$ cat src/rtl/draw_cmd_engine_if.sv
// Controller-to-engine bundle: command code and sprite positions in, VGA pixel stream and status out.
interface draw_cmd_engine_if;
  logic [4:0] cmd;
  logic [7:0] paddle_x;
  logic [7:0] ball_x;
  logic [6:0] ball_y;
  logic [7:0] x;
  logic [6:0] y;
  logic [2:0] colour;
  logic       plot;
  logic       busy;
  logic       done;

  modport master (
    output cmd, paddle_x, ball_x, ball_y,
    input  x, y, colour, plot, busy, done
  );

  modport slave (
    input  cmd, paddle_x, ball_x, ball_y,
    output x, y, colour, plot, busy, done
  );
endinterface

$ cat src/rtl/draw_cmd_engine.sv
// Decodes controller draw codes into filled rectangles (brick, paddle, ball) and
// rasterises them one pixel per cycle onto the 160x120 VGA adapter.
//
// state | meaning
// IDLE  | waiting for a new, valid command code
// SETUP | one cycle: compute rectangle origin and size, clear pixel counters
// DRAW  | one pixel per cycle, row-major; off-screen pixels suppress plot
// DONE  | one cycle completion pulse
module draw_cmd_engine #(
  parameter int BRICK_X0  = 8,
  parameter int BRICK_Y0  = 10,
  parameter int BRICK_W   = 32,
  parameter int BRICK_H   = 6,
  parameter int BRICK_GAP = 4,
  parameter int PADDLE_Y  = 112,
  parameter int PADDLE_W  = 24,
  parameter int PADDLE_H  = 4,
  parameter int BALL_SZ   = 2
) (
  input logic          clk,
  input logic          resetn,
  draw_cmd_engine_if.slave bus
);

  typedef enum logic [1:0] {S_IDLE, S_SETUP, S_DRAW, S_DONE} state_t;

  state_t      state, state_nxt;
  logic [4:0]  last_cmd;
  logic [4:0]  code_r;
  logic [7:0]  paddle_x_r;
  logic [7:0]  ball_x_r;
  logic [6:0]  ball_y_r;
  logic [2:0]  colour_r;
  logic [8:0]  x0_r, y0_r;
  logic [7:0]  w_r, h_r;
  logic [7:0]  cx, cy;
  logic [7:0]  x_hold;
  logic [6:0]  y_hold;

  logic        cmd_valid, accept, last_px;
  logic [8:0]  px, py;

  // Decode runs on the live cmd while idle (for the colour latch) and on the
  // latched code afterwards (for geometry in SETUP).
  logic [4:0]  code_sel;
  logic        dec_brick, dec_paddle, dec_erase;
  logic [3:0]  dec_idx;
  logic [2:0]  dec_colour;

  assign cmd_valid = (bus.cmd >= 5'd1) && (bus.cmd <= 5'd28);
  assign accept    = (state == S_IDLE) && cmd_valid && (bus.cmd != last_cmd);
  assign code_sel  = (state == S_IDLE) ? bus.cmd : code_r;

  always_comb begin
    dec_brick  = 1'b0;
    dec_paddle = 1'b0;
    dec_erase  = 1'b0;
    dec_idx    = 4'd0;
    dec_colour = 3'b000;
    if (code_sel >= 5'd1 && code_sel <= 5'd12) begin
      dec_brick = 1'b1;
      dec_idx   = 4'(code_sel - 5'd1);
    end else if (code_sel == 5'd13 || code_sel == 5'd14) begin
      dec_paddle = 1'b1;
      dec_erase  = (code_sel == 5'd13);
    end else if (code_sel == 5'd15 || code_sel == 5'd16) begin
      dec_erase  = (code_sel == 5'd15);
    end else begin
      dec_brick = 1'b1;
      dec_erase = 1'b1;
      dec_idx   = 4'(code_sel - 5'd17);
    end
    if (!dec_erase) begin
      if (dec_brick) begin
        case (dec_idx[3:2])
          2'd0:    dec_colour = 3'b100;
          2'd1:    dec_colour = 3'b010;
          default: dec_colour = 3'b001;
        endcase
      end else if (dec_paddle) begin
        dec_colour = 3'b111;
      end else begin
        dec_colour = 3'b110;
      end
    end
  end

  assign px      = x0_r + {1'b0, cx};
  assign py      = y0_r + {1'b0, cy};
  assign last_px = (cx == w_r - 8'd1) && (cy == h_r - 8'd1);

  always_ff @(posedge clk or negedge resetn) begin
    if (!resetn) state <= S_IDLE;
    else         state <= state_nxt;
  end

  always_comb begin
    state_nxt = state;
    case (state)
      S_IDLE:  if (accept) state_nxt = S_SETUP;
      S_SETUP: state_nxt = S_DRAW;
      S_DRAW:  if (last_px) state_nxt = S_DONE;
      default: state_nxt = S_IDLE;
    endcase
  end

  always_comb begin
    bus.busy   = (state == S_SETUP) || (state == S_DRAW);
    bus.done   = (state == S_DONE);
    bus.plot   = (state == S_DRAW) && (px <= 9'd159) && (py <= 9'd119);
    bus.colour = (state == S_DRAW) ? colour_r : 3'b000;
    bus.x      = (state == S_DRAW) ? px[7:0] : x_hold;
    bus.y      = (state == S_DRAW) ? py[6:0] : y_hold;
  end

  always_ff @(posedge clk or negedge resetn) begin
    if (!resetn) begin
      last_cmd   <= 5'd0;
      code_r     <= 5'd0;
      paddle_x_r <= 8'd0;
      ball_x_r   <= 8'd0;
      ball_y_r   <= 7'd0;
      colour_r   <= 3'b000;
      x0_r       <= 9'd0;
      y0_r       <= 9'd0;
      w_r        <= 8'd0;
      h_r        <= 8'd0;
      cx         <= 8'd0;
      cy         <= 8'd0;
      x_hold     <= 8'd0;
      y_hold     <= 7'd0;
    end else begin
      if (bus.cmd == 5'd0)  last_cmd <= 5'd0;
      else if (accept)      last_cmd <= bus.cmd;
      if (accept) begin
        code_r     <= bus.cmd;
        paddle_x_r <= bus.paddle_x;
        ball_x_r   <= bus.ball_x;
        ball_y_r   <= bus.ball_y;
        colour_r   <= dec_colour;
      end
      case (state)
        S_SETUP: begin
          cx <= 8'd0;
          cy <= 8'd0;
          if (dec_brick) begin
            x0_r <= 9'(BRICK_X0) + 9'(dec_idx[1:0]) * 9'(BRICK_W + BRICK_GAP);
            y0_r <= 9'(BRICK_Y0) + 9'(dec_idx[3:2]) * 9'(BRICK_H + BRICK_GAP);
            w_r  <= 8'(BRICK_W);
            h_r  <= 8'(BRICK_H);
          end else if (dec_paddle) begin
            x0_r <= {1'b0, paddle_x_r};
            y0_r <= 9'(PADDLE_Y);
            w_r  <= 8'(PADDLE_W);
            h_r  <= 8'(PADDLE_H);
          end else begin
            x0_r <= {1'b0, ball_x_r};
            y0_r <= {2'b00, ball_y_r};
            w_r  <= 8'(BALL_SZ);
            h_r  <= 8'(BALL_SZ);
          end
        end
        S_DRAW: begin
          x_hold <= px[7:0];
          y_hold <= py[6:0];
          if (cx == w_r - 8'd1) begin
            cx <= 8'd0;
            cy <= cy + 8'd1;
          end else begin
            cx <= cx + 8'd1;
          end
        end
        default: ;
      endcase
    end
  end

endmodule
$ cat src/flat_wrapper.sv
// flat-port wrapper written by rule: the top's interface ports become plain ports
module draw_cmd_engine_flat 
#(
  parameter int BRICK_X0  = 8,
  parameter int BRICK_Y0  = 10,
  parameter int BRICK_W   = 32,
  parameter int BRICK_H   = 6,
  parameter int BRICK_GAP = 4,
  parameter int PADDLE_Y  = 112,
  parameter int PADDLE_W  = 24,
  parameter int PADDLE_H  = 4,
  parameter int BALL_SZ   = 2
)
  (clk, resetn, bus_cmd, bus_paddle_x, bus_ball_x, bus_ball_y, bus_x, bus_y, bus_colour, bus_plot, bus_busy, bus_done);
  draw_cmd_engine_if bus_i ();
  input logic clk;
  input logic resetn;
  input wire logic [$bits(bus_i.cmd)-1:0] bus_cmd;
  input wire logic [$bits(bus_i.paddle_x)-1:0] bus_paddle_x;
  input wire logic [$bits(bus_i.ball_x)-1:0] bus_ball_x;
  input wire logic [$bits(bus_i.ball_y)-1:0] bus_ball_y;
  output wire logic [$bits(bus_i.x)-1:0] bus_x;
  output wire logic [$bits(bus_i.y)-1:0] bus_y;
  output wire logic [$bits(bus_i.colour)-1:0] bus_colour;
  output wire logic [$bits(bus_i.plot)-1:0] bus_plot;
  output wire logic [$bits(bus_i.busy)-1:0] bus_busy;
  output wire logic [$bits(bus_i.done)-1:0] bus_done;
  assign bus_i.cmd = bus_cmd;
  assign bus_i.paddle_x = bus_paddle_x;
  assign bus_i.ball_x = bus_ball_x;
  assign bus_i.ball_y = bus_ball_y;
  assign bus_x = bus_i.x;
  assign bus_y = bus_i.y;
  assign bus_colour = bus_i.colour;
  assign bus_plot = bus_i.plot;
  assign bus_busy = bus_i.busy;
  assign bus_done = bus_i.done;
  draw_cmd_engine #(.BRICK_X0(BRICK_X0), .BRICK_Y0(BRICK_Y0), .BRICK_W(BRICK_W), .BRICK_H(BRICK_H), .BRICK_GAP(BRICK_GAP), .PADDLE_Y(PADDLE_Y), .PADDLE_W(PADDLE_W), .PADDLE_H(PADDLE_H), .BALL_SZ(BALL_SZ)) u_core (.clk(clk), .resetn(resetn), .bus(bus_i));
endmodule
$ cat config.mk
export PLATFORM = sky130hd
export DESIGN_NAME = draw_cmd_engine_flat
export DESIGN_NICKNAME = d
export VERILOG_FILES = /design/src/rtl/draw_cmd_engine_if.sv /design/src/rtl/draw_cmd_engine.sv /design/src/flat_wrapper.sv
export SDC_FILE = /design/constraint.sdc
export NUM_CORES = 1
export LEC_CHECK = 0
export CAP_MARGIN = 20
export CORE_AREA = 2 2 82 115
export DETAILED_ROUTE_END_ITERATION = 10
export DIE_AREA = 0 0 84 117
export PLACE_DENSITY = 0.9
export SYNTH_ARGS = -nofsm -noshare
export SYNTH_HDL_FRONTEND = slang
export SYNTH_SLANG_ARGS = --single-unit
$ cat constraint.sdc
create_clock -name clk -period 7.4 [get_ports clk]
set_input_delay 1.48 -clock clk [delete_from_list [all_inputs] [get_ports clk]]
set_output_delay 1.48 -clock clk [all_outputs]
set_load 0.05 [all_outputs]
==> reports/results.tsv <==
metric	value	unit
outcome	completed	
pre-CTS setup slack	2310	ps
Synth Instances	502	
I/O pin total	51	
Synth area leaders	dfrtp_1, ha_1, mux2_2	
Filler cells	636	
layout cells sized above 1	0.1073	
final wirelength	11.88	mm
clock slew at reported path FFs	60	ps
P&R area growth vs syn	16.78	%
WP data arrival	3750	ps
Async SR Flop Fraction	1.000	
largest net degree at the start of global routing	51	
r2r setup slk	3120	ps
first-pass GRT wire length	19.55	mm
post-route setup slack	2175	ps
drt via density	6.123	
crit start category	flip-flop	
met1 usage	0.2853	
Final Hold Viols	0	
# DRC	0	
Die ar.	9828	sq um
Static Leak	0.002839	uW
# setup viols final	0	
count of flip-flops with a built-in enable after synthesis	0	
GPL Wtd Cong	0.9091	
Total Nets Final	610	
most frequent cell after synthesis	dfrtp_1	
PD cells	162.4	nW/um^2
number of synthesized register bits	89	
top cell type's share of synthesized area	0.4309	
count of cell types in the netlist	68	
total CTS buffers	9	
CTS tree	done	
critical path class	flip-flop to output pin	
Max Slew Vio Count	0	
antenna violations before repair	0	
Tightest Pin Transition	1103	ps
Max clock buf depth	2	
PortBufs	50	
fmax	191.4	MHz
antenna cell count	0	
Final Cycle Share	0.7061	
maxcap violations	0	
setup repair bufs after CTS	0	
GRT met3 Usage	0.04488	
gr ovfl total	0	
Post-synth top flop	dfrtp_1	
root buffer cell	clkbuf_16	
CP max FO	5	
Starting DRT DRC Count	397	
Placed Area	5704	sq um
CP Capture Type	output pin	
core outline area	8875	sq um
hold buffer count at CTS	0	
HP Class	flip-flop to flip-flop	
Via Count	4023	
Post-Syn Nets	567	
GRT Util Overall	0.2537	
Slew HR	0.2648	
Routed Antenna Nets	0	
Final Power	980.1	uW
initial core utilization	0.5824	
most frequent cells after synthesis	dfrtp_1, nor2_1, a21oi_1, ha_1	
post-DR wirelength/cell	18.08	microns
most used routing layer	met2	
minimum clock period	5225	ps
Synth Cell Area	5169	sq um
post-CTS sizing	0	
vias in the first global route	4244	
post-synthesis sequential area ratio	0.4309	
met2 Use GR	0.4517	
VDD IR-drop max	161.3	uV
FF-to-FF path depth	13	
average footprint of a synthesized cell	10.30	sq um
unrepaired setup endpoints after global routing	no	
hpwl dp	8.447	mm
Max H-tree Level	3	
Hold Crit Depth	1	
Yosys warnings	0	
Die Width	84	microns
later-pin clock latency in the skew report	350	ps
Worst EP required	5920	ps
fin area	6036	sq um
Synth area leader	dfrtp_1	
Final Skew	6.636	ps
final core area utilization	0.6801	
row count	41	
TritonCTS Sinks	89	
Sum Neg Setup Slack	0	ps
Die Y	117	microns
1st-pass router iterations	6	
==> cells in the final DEF, fill, tap and decap left out, drive strengths merged, types with 3 or more instances in the layout <==
cell           count
mux2i             10
xor2              14
clkbuf            10
a21o               5
nand3              7
dfrtp             89
mux2              40
nand2             27
a22oi              7
nor2              39
clkinv             3
a31oi              5
and3               4
nor4               5
clkdlybuf4s50     49
o2111ai            3
a21oi             33
or3                6
ha                33
a211oi             3
o21ai             26
o22ai              7
xnor2             14
buf                4
and2               9
nor2b              5
nor3b              3
inv               31
nor3               8
a22o               5
o21a               5
nand4              5
==> flip-flops by register name (all words and copies together) (netlist names), 8 cells and up <==
name / cells
u_core.ball_x_r: 8
u_core.cy: 8
u_core.cx: 8
u_core.paddle_x_r: 8
u_core.x_hold: 8
u_core.x0_r: 8
==> final cells by class <==
type | instances | area, sq um | area share
well taps | 107 | 133.9 | 0.02218
clock inverters | 6 | 65.06 | 0.01078
inverters | 30 | 112.6 | 0.01866
clock buffers | 10 | 239.0 | 0.03959
flip-flops and latches | 89 | 2227 | 0.3690
repair buffers | 53 | 540.5 | 0.08955
multi-input cells | 362 | 2718 | 0.4502
==> path summary, 6_finish.rpt <==
check | startpoint | to
worst max-delay path | u_core.cx[0] | bus_plot
max in group asynchronous | resetn | u_core.last_cmd[0]
worst min-delay path | u_core.x_hold[6] | u_core.x_hold[6]
worst max register to register | u_core.state[0] | u_core.y0_r[4]
min in group asynchronous | resetn | u_core.x_hold[7]
worst min register to register | u_core.x_hold[6] | u_core.x_hold[6]
==> worst max-delay path, cell delays in order (launching register included) <==
cell,delay (ps)
dfrtp_1,440
ha_1,280
fa_1,510
a211oi_1,360
nor2_1,150
o311ai_0,310
nand2_1,90
a311oi_1,260
o31a_1,190
clkdlybuf4s50_1,800
==> cell families after synthesis <==
group	after synthesis	synth area share
multiplexers	50	0.1065
flip-flops	89	0.4309
AND/OR/NAND/NOR	129	0.1329
adder cells (fa/ha/maj)	35	0.08763
AO/OA/AOI/OAI	120	0.1513
XOR/XNOR	28	0.04745
buffers and inverters	51	0.04333
==> power breakdown <==
group | internal, uW | switching [uW]
registers | 487 | 0
logic | 15.7 | 16.4
clock network | 271 | 190
==> per-stage QoR <==
stage          hold slack [ps]  cells
3_5_place_dp             484.0    640
6_report                 490.1    657
2_1_floorplan            442.0    502
4_1_cts                  498.8    656
3_3_place_gp             463.2    640
5_1_grt                  511.0    657
==> per-layer routing <==
layer	share of wire	up-vias
met4	0.039	0
met5	0	-
met3	0.038	45
li1	-	1890
met1	0.39	1956
met2	0.53	132
(Power assumes the default switching activity.)
